$ cat src/rtl/boss_ctrl.sv
// boss_ctrl: boss behaviour controller for the boss stage.
// Chases the player, attacks when close, is stunned when hit and dies at zero HP.
// Produces the registered sprite position and animation frame for the boss drawing block.
//
// Ports:
//   clk        system clock
//   rst        synchronous active-high reset
//   state      global game state; the boss only runs while state == STAGE3
//   player_x   player sprite x (320x240 half-resolution playfield)
//   player_y   player sprite y
//   hit        one-cycle pulse, boss struck by the player
//   boss_x     boss sprite x (top-left of 10x10 sprite), registered
//   boss_y     boss sprite y, registered
//   boss_state animation frame index 0..15, registered
//   boss_hp    remaining hit points, registered
//   boss_dead  high while in DEAD, registered
//   attack     one-cycle pulse on entry to ATTACK, registered
module boss_ctrl #(
  parameter int unsigned MOVE_DIV   = 2000000,
  parameter int unsigned ANIM_DIV   = 5000000,
  parameter int unsigned HP_INIT    = 8,
  parameter int unsigned START_X    = 155,
  parameter int unsigned START_Y    = 40,
  parameter int unsigned ATK_RANGE  = 20,
  parameter int unsigned ATK_TICKS  = 8,
  parameter int unsigned STUN_TICKS = 16,
  parameter int unsigned STAGE3     = 6
) (
  input  logic       clk,
  input  logic       rst,
  input  logic [3:0] state,
  input  logic [8:0] player_x,
  input  logic [8:0] player_y,
  input  logic       hit,
  output logic [8:0] boss_x,
  output logic [8:0] boss_y,
  output logic [3:0] boss_state,
  output logic [3:0] boss_hp,
  output logic       boss_dead,
  output logic       attack
);

  localparam logic [2:0] StInactive = 3'd0;
  localparam logic [2:0] StChase    = 3'd1;
  localparam logic [2:0] StAttack   = 3'd2;
  localparam logic [2:0] StHurt     = 3'd3;
  localparam logic [2:0] StDead     = 3'd4;

  localparam int MW = (MOVE_DIV > 1) ? $clog2(MOVE_DIV) : 1;
  localparam int AW = (ANIM_DIV > 1) ? $clog2(ANIM_DIV) : 1;
  localparam int unsigned PMAX = (ATK_TICKS > STUN_TICKS) ? ATK_TICKS : STUN_TICKS;
  localparam int PW = $clog2(PMAX + 1);

  localparam logic [MW-1:0] MoveLast  = MW'(MOVE_DIV - 1);
  localparam logic [AW-1:0] AnimLast  = AW'(ANIM_DIV - 1);
  localparam logic [PW-1:0] AtkLast   = PW'(ATK_TICKS - 1);
  localparam logic [PW-1:0] StunLast  = PW'(STUN_TICKS - 1);
  localparam logic [8:0]    XMax      = 9'd310;
  localparam logic [8:0]    YMax      = 9'd230;
  localparam logic [8:0]    Range     = 9'(ATK_RANGE);
  localparam logic [8:0]    StartX    = 9'(START_X);
  localparam logic [8:0]    StartY    = 9'(START_Y);
  localparam logic [3:0]    HpInit    = 4'(HP_INIT);
  localparam logic [3:0]    StageBoss = 4'(STAGE3);

  logic [MW-1:0] move_cnt_q;
  logic [AW-1:0] anim_cnt_q;
  logic          move_tick, anim_tick;

  logic [2:0]    fsm_q, fsm_d;
  logic [PW-1:0] phase_q, phase_d;
  logic [1:0]    idx_q, idx_d;
  logic [8:0]    x_q, x_d, y_q, y_d;
  logic [3:0]    frame_q, frame_d;
  logic [3:0]    hp_q, hp_d;
  logic          dead_q, dead_d;
  logic          attack_q, attack_d;

  logic [8:0]    dx, dy, step_x, step_y;
  logic          in_range, in_stage;

  assign move_tick = (move_cnt_q == MoveLast);
  assign anim_tick = (anim_cnt_q == AnimLast);

  // Free-running tick dividers; only reset clears them.
  always_ff @(posedge clk) begin
    if (rst || move_tick) move_cnt_q <= '0;
    else                  move_cnt_q <= move_cnt_q + MW'(1);
    if (rst || anim_tick) anim_cnt_q <= '0;
    else                  anim_cnt_q <= anim_cnt_q + AW'(1);
  end

  assign in_stage = (state == StageBoss);
  assign dx       = (player_x >= x_q) ? (player_x - x_q) : (x_q - player_x);
  assign dy       = (player_y >= y_q) ? (player_y - y_q) : (y_q - player_y);
  assign in_range = (dx < Range) && (dy < Range);

  // One step toward the player per axis, never past the playfield clamp.
  always_comb begin
    step_x = x_q;
    if (player_x > x_q && x_q < XMax)      step_x = x_q + 9'd1;
    else if (player_x < x_q && x_q != '0)  step_x = x_q - 9'd1;
    step_y = y_q;
    if (player_y > y_q && y_q < YMax)      step_y = y_q + 9'd1;
    else if (player_y < y_q && y_q != '0)  step_y = y_q - 9'd1;
  end

  always_comb begin
    fsm_d    = fsm_q;
    phase_d  = phase_q;
    x_d      = x_q;
    y_d      = y_q;
    hp_d     = hp_q;
    attack_d = 1'b0;

    if (!in_stage) begin
      fsm_d = StInactive;
      x_d   = StartX;
      y_d   = StartY;
      hp_d  = HpInit;
    end else begin
      case (fsm_q)
        StInactive: fsm_d = StChase;
        StChase: begin
          // A hit outranks the range check; no attack pulse on that cycle.
          if (hit) begin
            hp_d  = hp_q - 4'd1;
            fsm_d = (hp_q == 4'd1) ? StDead : StHurt;
          end else if (in_range) begin
            fsm_d    = StAttack;
            attack_d = 1'b1;
          end else if (move_tick) begin
            x_d = step_x;
            y_d = step_y;
          end
        end
        StAttack: begin
          if (hit) begin
            hp_d  = hp_q - 4'd1;
            fsm_d = (hp_q == 4'd1) ? StDead : StHurt;
          end else if (move_tick) begin
            if (phase_q == AtkLast) fsm_d = StChase;
            else                    phase_d = phase_q + PW'(1);
          end
        end
        StHurt: begin
          if (move_tick) begin
            if (phase_q == StunLast) fsm_d = StChase;
            else                     phase_d = phase_q + PW'(1);
          end
        end
        StDead:  fsm_d = StDead;
        default: fsm_d = StInactive;
      endcase
    end

    if (fsm_d != fsm_q) phase_d = '0;
  end

  // Animation index: reset on any state change (wins over anim_tick).
  always_comb begin
    idx_d = idx_q;
    if (!in_stage || fsm_d != fsm_q) idx_d = 2'd0;
    else if (anim_tick)              idx_d = (fsm_q == StHurt) ? {1'b0, ~idx_q[0]} : idx_q + 2'd1;

    case (fsm_d)
      StChase:  frame_d = {2'b01, idx_d};
      StAttack: frame_d = {2'b10, idx_d};
      StHurt:   frame_d = {2'b11, idx_d};
      StDead:   frame_d = 4'd15;
      default:  frame_d = {2'b00, idx_d};
    endcase
    dead_d = (fsm_d == StDead);
  end

  always_ff @(posedge clk) begin
    if (rst) begin
      fsm_q    <= StInactive;
      phase_q  <= '0;
      idx_q    <= 2'd0;
      x_q      <= StartX;
      y_q      <= StartY;
      frame_q  <= 4'd0;
      hp_q     <= HpInit;
      dead_q   <= 1'b0;
      attack_q <= 1'b0;
    end else begin
      fsm_q    <= fsm_d;
      phase_q  <= phase_d;
      idx_q    <= idx_d;
      x_q      <= x_d;
      y_q      <= y_d;
      frame_q  <= frame_d;
      hp_q     <= hp_d;
      dead_q   <= dead_d;
      attack_q <= attack_d;
    end
  end

  assign boss_x     = x_q;
  assign boss_y     = y_q;
  assign boss_state = frame_q;
  assign boss_hp    = hp_q;
  assign boss_dead  = dead_q;
  assign attack     = attack_q;

endmodule

$ cat config.mk
export PLATFORM = sky130hd
export DESIGN_NAME = boss_ctrl
export DESIGN_NICKNAME = d
export VERILOG_FILES = /design/src/rtl/boss_ctrl.sv
export SDC_FILE = /design/constraint.sdc
export NUM_CORES = 1
export LEC_CHECK = 0
export CORE_MARGIN = 2
export CORE_UTILIZATION = 25
export DETAILED_ROUTE_END_ITERATION = 7
export GPL_TIMING_DRIVEN = 0
export HOLD_SLACK_MARGIN = 0.06
export PLACE_DENSITY = 0.45
export SYNTH_ARGS = -nofsm -noshare
export SYNTH_HDL_FRONTEND = slang
export SYNTH_SLANG_ARGS = --single-unit
$ cat constraint.sdc
create_clock -name clk -period 5.15 [get_ports clk]
set_input_delay 0.515 -clock clk [delete_from_list [all_inputs] [get_ports clk]]
set_output_delay 0.515 -clock clk [all_outputs]
set_load 0.01 [all_outputs]
==> results.sh <==
export IMPL_arrival_ns=5.00
export IMPL_yosysSeqAreaShare_pct=28.2
export IMPL_min_path_type="reg2reg"
export IMPL_start_util_pct=25.6
export IMPL_synth_top_cell_area_share_pct=28.2
export IMPL_synth_top_area_cell="dfxtp_1"
export IMPL_grt_pass1_vias=4910
export IMPL_fin_nets=873
export IMPL_ys_ff_latch=82
export IMPL_yosys_top_cells_area="dfxtp_1 28%, ha_1 12%, nor2_1 5.3%"
export IMPL_dp_cells=1094
export IMPL_async_flop_share_pct=0
export IMPL_place_area_um2=6730
export IMPL_synth_simple_area_share_pct=24.1
export IMPL_dp_final_hpwl_um=11200
export IMPL_post_synth_fa_ha_maj_area_fraction_pct=12.3
export IMPL_synth_edf_count=0
export IMPL_avgViaCountPerCell=4.61
export IMPL_final_setup_viol_count=0
export IMPL_ys_warn_count=0
export IMPL_num_rows=55
export IMPL_routabilityCongestion=0.780
export IMPL_cts_num_sinks=82
export IMPL_syn_area_per_cell_um2=7.98
export IMPL_detail_route_iter0_violations=214
export IMPL_finalCritPeriodShare_pct=92.2
export IMPL_fmax_mhz=211
export IMPL_r2r_start="boss_y[1]"
export IMPL_synthCells=730
export IMPL_rrSetupSlack_ns=0.65
export IMPL_synth_compound_area_share_pct=17.8
export IMPL_postCtsResizedCells=0
export IMPL_ys_types=69
export IMPL_drtAntennaViolNets=0
export IMPL_total_power_w=0.00143
export IMPL_drive_gt1_share_pct=4.39
export IMPL_grt_max_degree=16
export IMPL_die_height_um=157
export IMPL_setup_tns_final_ns=0
export IMPL_fin_crit_ns=4.75
export IMPL_grt_antenna_before_repair=1
export IMPL_cts_buffer_depth=2
export IMPL_syn_to_final_growth_pct=20.2
export IMPL_global_route_overflow_total=0
export IMPL_synth_main_ff_cell="dfxtp_1"
export IMPL_syn_nets=811
export IMPL_post_cts_setup_buffers=0
export IMPL_dr_pass1_iters=7
export IMPL_via_count=5116
export IMPL_diodes=0
export IMPL_io_buffer_count=51
export IMPL_fin_cells=1110
export IMPL_drc=0
export IMPL_status="complete, no violations"
export IMPL_insertion_delay_ns=0.35
export IMPL_coreArea_um2=22800
export IMPL_grt_pass1_wl_um=24500
export IMPL_cts_inserted_buffers=9
export IMPL_critPathKind="in2reg"
export IMPL_setup_worst_path_start="player_y[3]"
export IMPL_fin_area_um2=7010
export IMPL_wl_per_cell_um=13.1
export IMPL_htree_num_levels=3
export IMPL_pre_cts_ws_ns=0.0236
export IMPL_synth_xor_area_share_pct=9.62
export IMPL_synthMuxAreaShare_pct=2.40
export IMPL_reg2regPathDepth=18
export IMPL_crit_end="boss_y[8]"
export IMPL_final_cell_mix="82 x nor2_1, 82 x dfxtp_1, 60 x nand2_1, 58 x inv_1, 54 x ha_1"
export IMPL_hold_buffers=0
export IMPL_endpoint_kind="register"
export IMPL_track_usage_pct=12.3
export IMPL_synth_top_family_by_area="simple AND/OR/NAND/NOR gates"
export IMPL_rsz0062_at_grt="false"
export IMPL_final_max_slew_viol_count=0
export IMPL_start_kind="primary input"
export IMPL_worstPathMaxFanout=8
export IMPL_cts_tree="built"
export IMPL_power_leakage_nw=2.80
export IMPL_io_pins=53
export IMPL_slew_headroom_pct=27.3
export IMPL_drv_cap=0
export IMPL_ir_drop_uv=165
export IMPL_die_w_um=157
export IMPL_root_buffer="clkbuf_16"
export IMPL_cp_data_required_time_ns=5.40
export IMPL_power_density_nw_per_um2=205
export IMPL_clk_pin_slew_ns=0.06
export IMPL_fin_worst_skew_ns=0.0108
export IMPL_setup_slack_ns=0.402
export IMPL_syn_area_um2=5830
export IMPL_r2r_end="boss_y[8]"
export IMPL_die_area_um2=24500
export IMPL_wl_um=14500
export IMPL_worst_pin_slew_ns=1.08
export IMPL_finalHoldViolCount=0
-- logic make-up after synthesis --
group,count (synthesis)
buffers and inverters,84
adders and majority gates,56
and+or+nand+nor,282
DFF,82
AOI/OAI and AO/OA,148
muxes,14
xor gates and xnor gates,64
-- per-layer routing --
layer | wire, µm | part of all wire [%] | track usage (%)
met5 | 11 | 0.076 | 0
met4 | 270 | 1.9 | 4.50
met3 | 442 | 3.0 | 1.83
met2 | 6660 | 46 | 20.4
met1 | 7110 | 49 | 16.2
-- cell usage after synthesis, drive strengths merged, types with 20 or more instances --
master  count
o21ai      26
nor3       20
xor2       34
nand3      26
clkbuf     21
a21oi      41
ha         54
nand2      61
inv        58
and3       20
xnor2      30
nor2       82
dfxtp      82
-- critical path, stage by stage --
cell	delay, ns
clkdlybuf4s50_1	0.50
inv_1	0.06
ha_1	0.26
buf_2	0.16
a21o_1	0.22
a21oi_2	0.09
and2_1	0.17
o21ai_0	0.33
nand2_1	0.13
a211oi_1	0.46
inv_1	0.29
fa_1	0.46
a21oi_1	0.15
nor2_1	0.05
nor2_1	0.15
o21bai_1	0.09
a21oi_1	0.23
o21bai_1	0.09
a21oi_1	0.20
o211ai_1	0.10
a221oi_1	0.29
-- report_power, final --
group,leakage (nW),switching [W],internal (W),total [W]
clock,0.132,0.000278,0.000329,0.000607
sequential,0.662,0.00000413,0.000638,0.000642
combinational,2.01,0.000103,0.0000826,0.000185
-- worst min-delay path by stage --
stage | from | to | slack [ns] | depth (start not counted)
after global placement | anim_cnt_q[0] | anim_cnt_q[0] | 0.45 | 1
after CTS | anim_cnt_q[0] | anim_cnt_q[0] | 0.48 | 1
after detailed placement | anim_cnt_q[0] | anim_cnt_q[0] | 0.46 | 1
after floorplan | anim_cnt_q[0] | anim_cnt_q[0] | 0.43 | 1
after global routing | anim_cnt_q[0] | anim_cnt_q[0] | 0.50 | 1
final | anim_cnt_q[0] | anim_cnt_q[0] | 0.47 | 1
-- layout make-up --
type	instances	area, µm²
Clock inverter	7	51.3
Timing Repair Buffer	51	510
Inverter	58	218
Tap cell	313	392
Multi-Input combinational cell	564	3860
Clock buffer	9	225
Buffer	26	106
Sequential cell	82	1640
Fill cell	2431	15800
-- flip-flops by register name, summed over array words and instances, names as in the netlist --
name        flops
boss_state      4
boss_y          9
attack          1
fsm_q           3
move_cnt_q     21
idx_q           2
boss_hp         4
anim_cnt_q     23
boss_x          9
phase_q         5
boss_dead       1
-- metrics by stage --
stage	utilization, %	hold slack [ns]
floorplan	-	0.426
global placement	29.5	0.452
detailed placement	29.5	0.464
CTS	30.8	0.480
global route	30.8	0.501
finish	30.8	0.472
(Power assumes the default switching activity.)
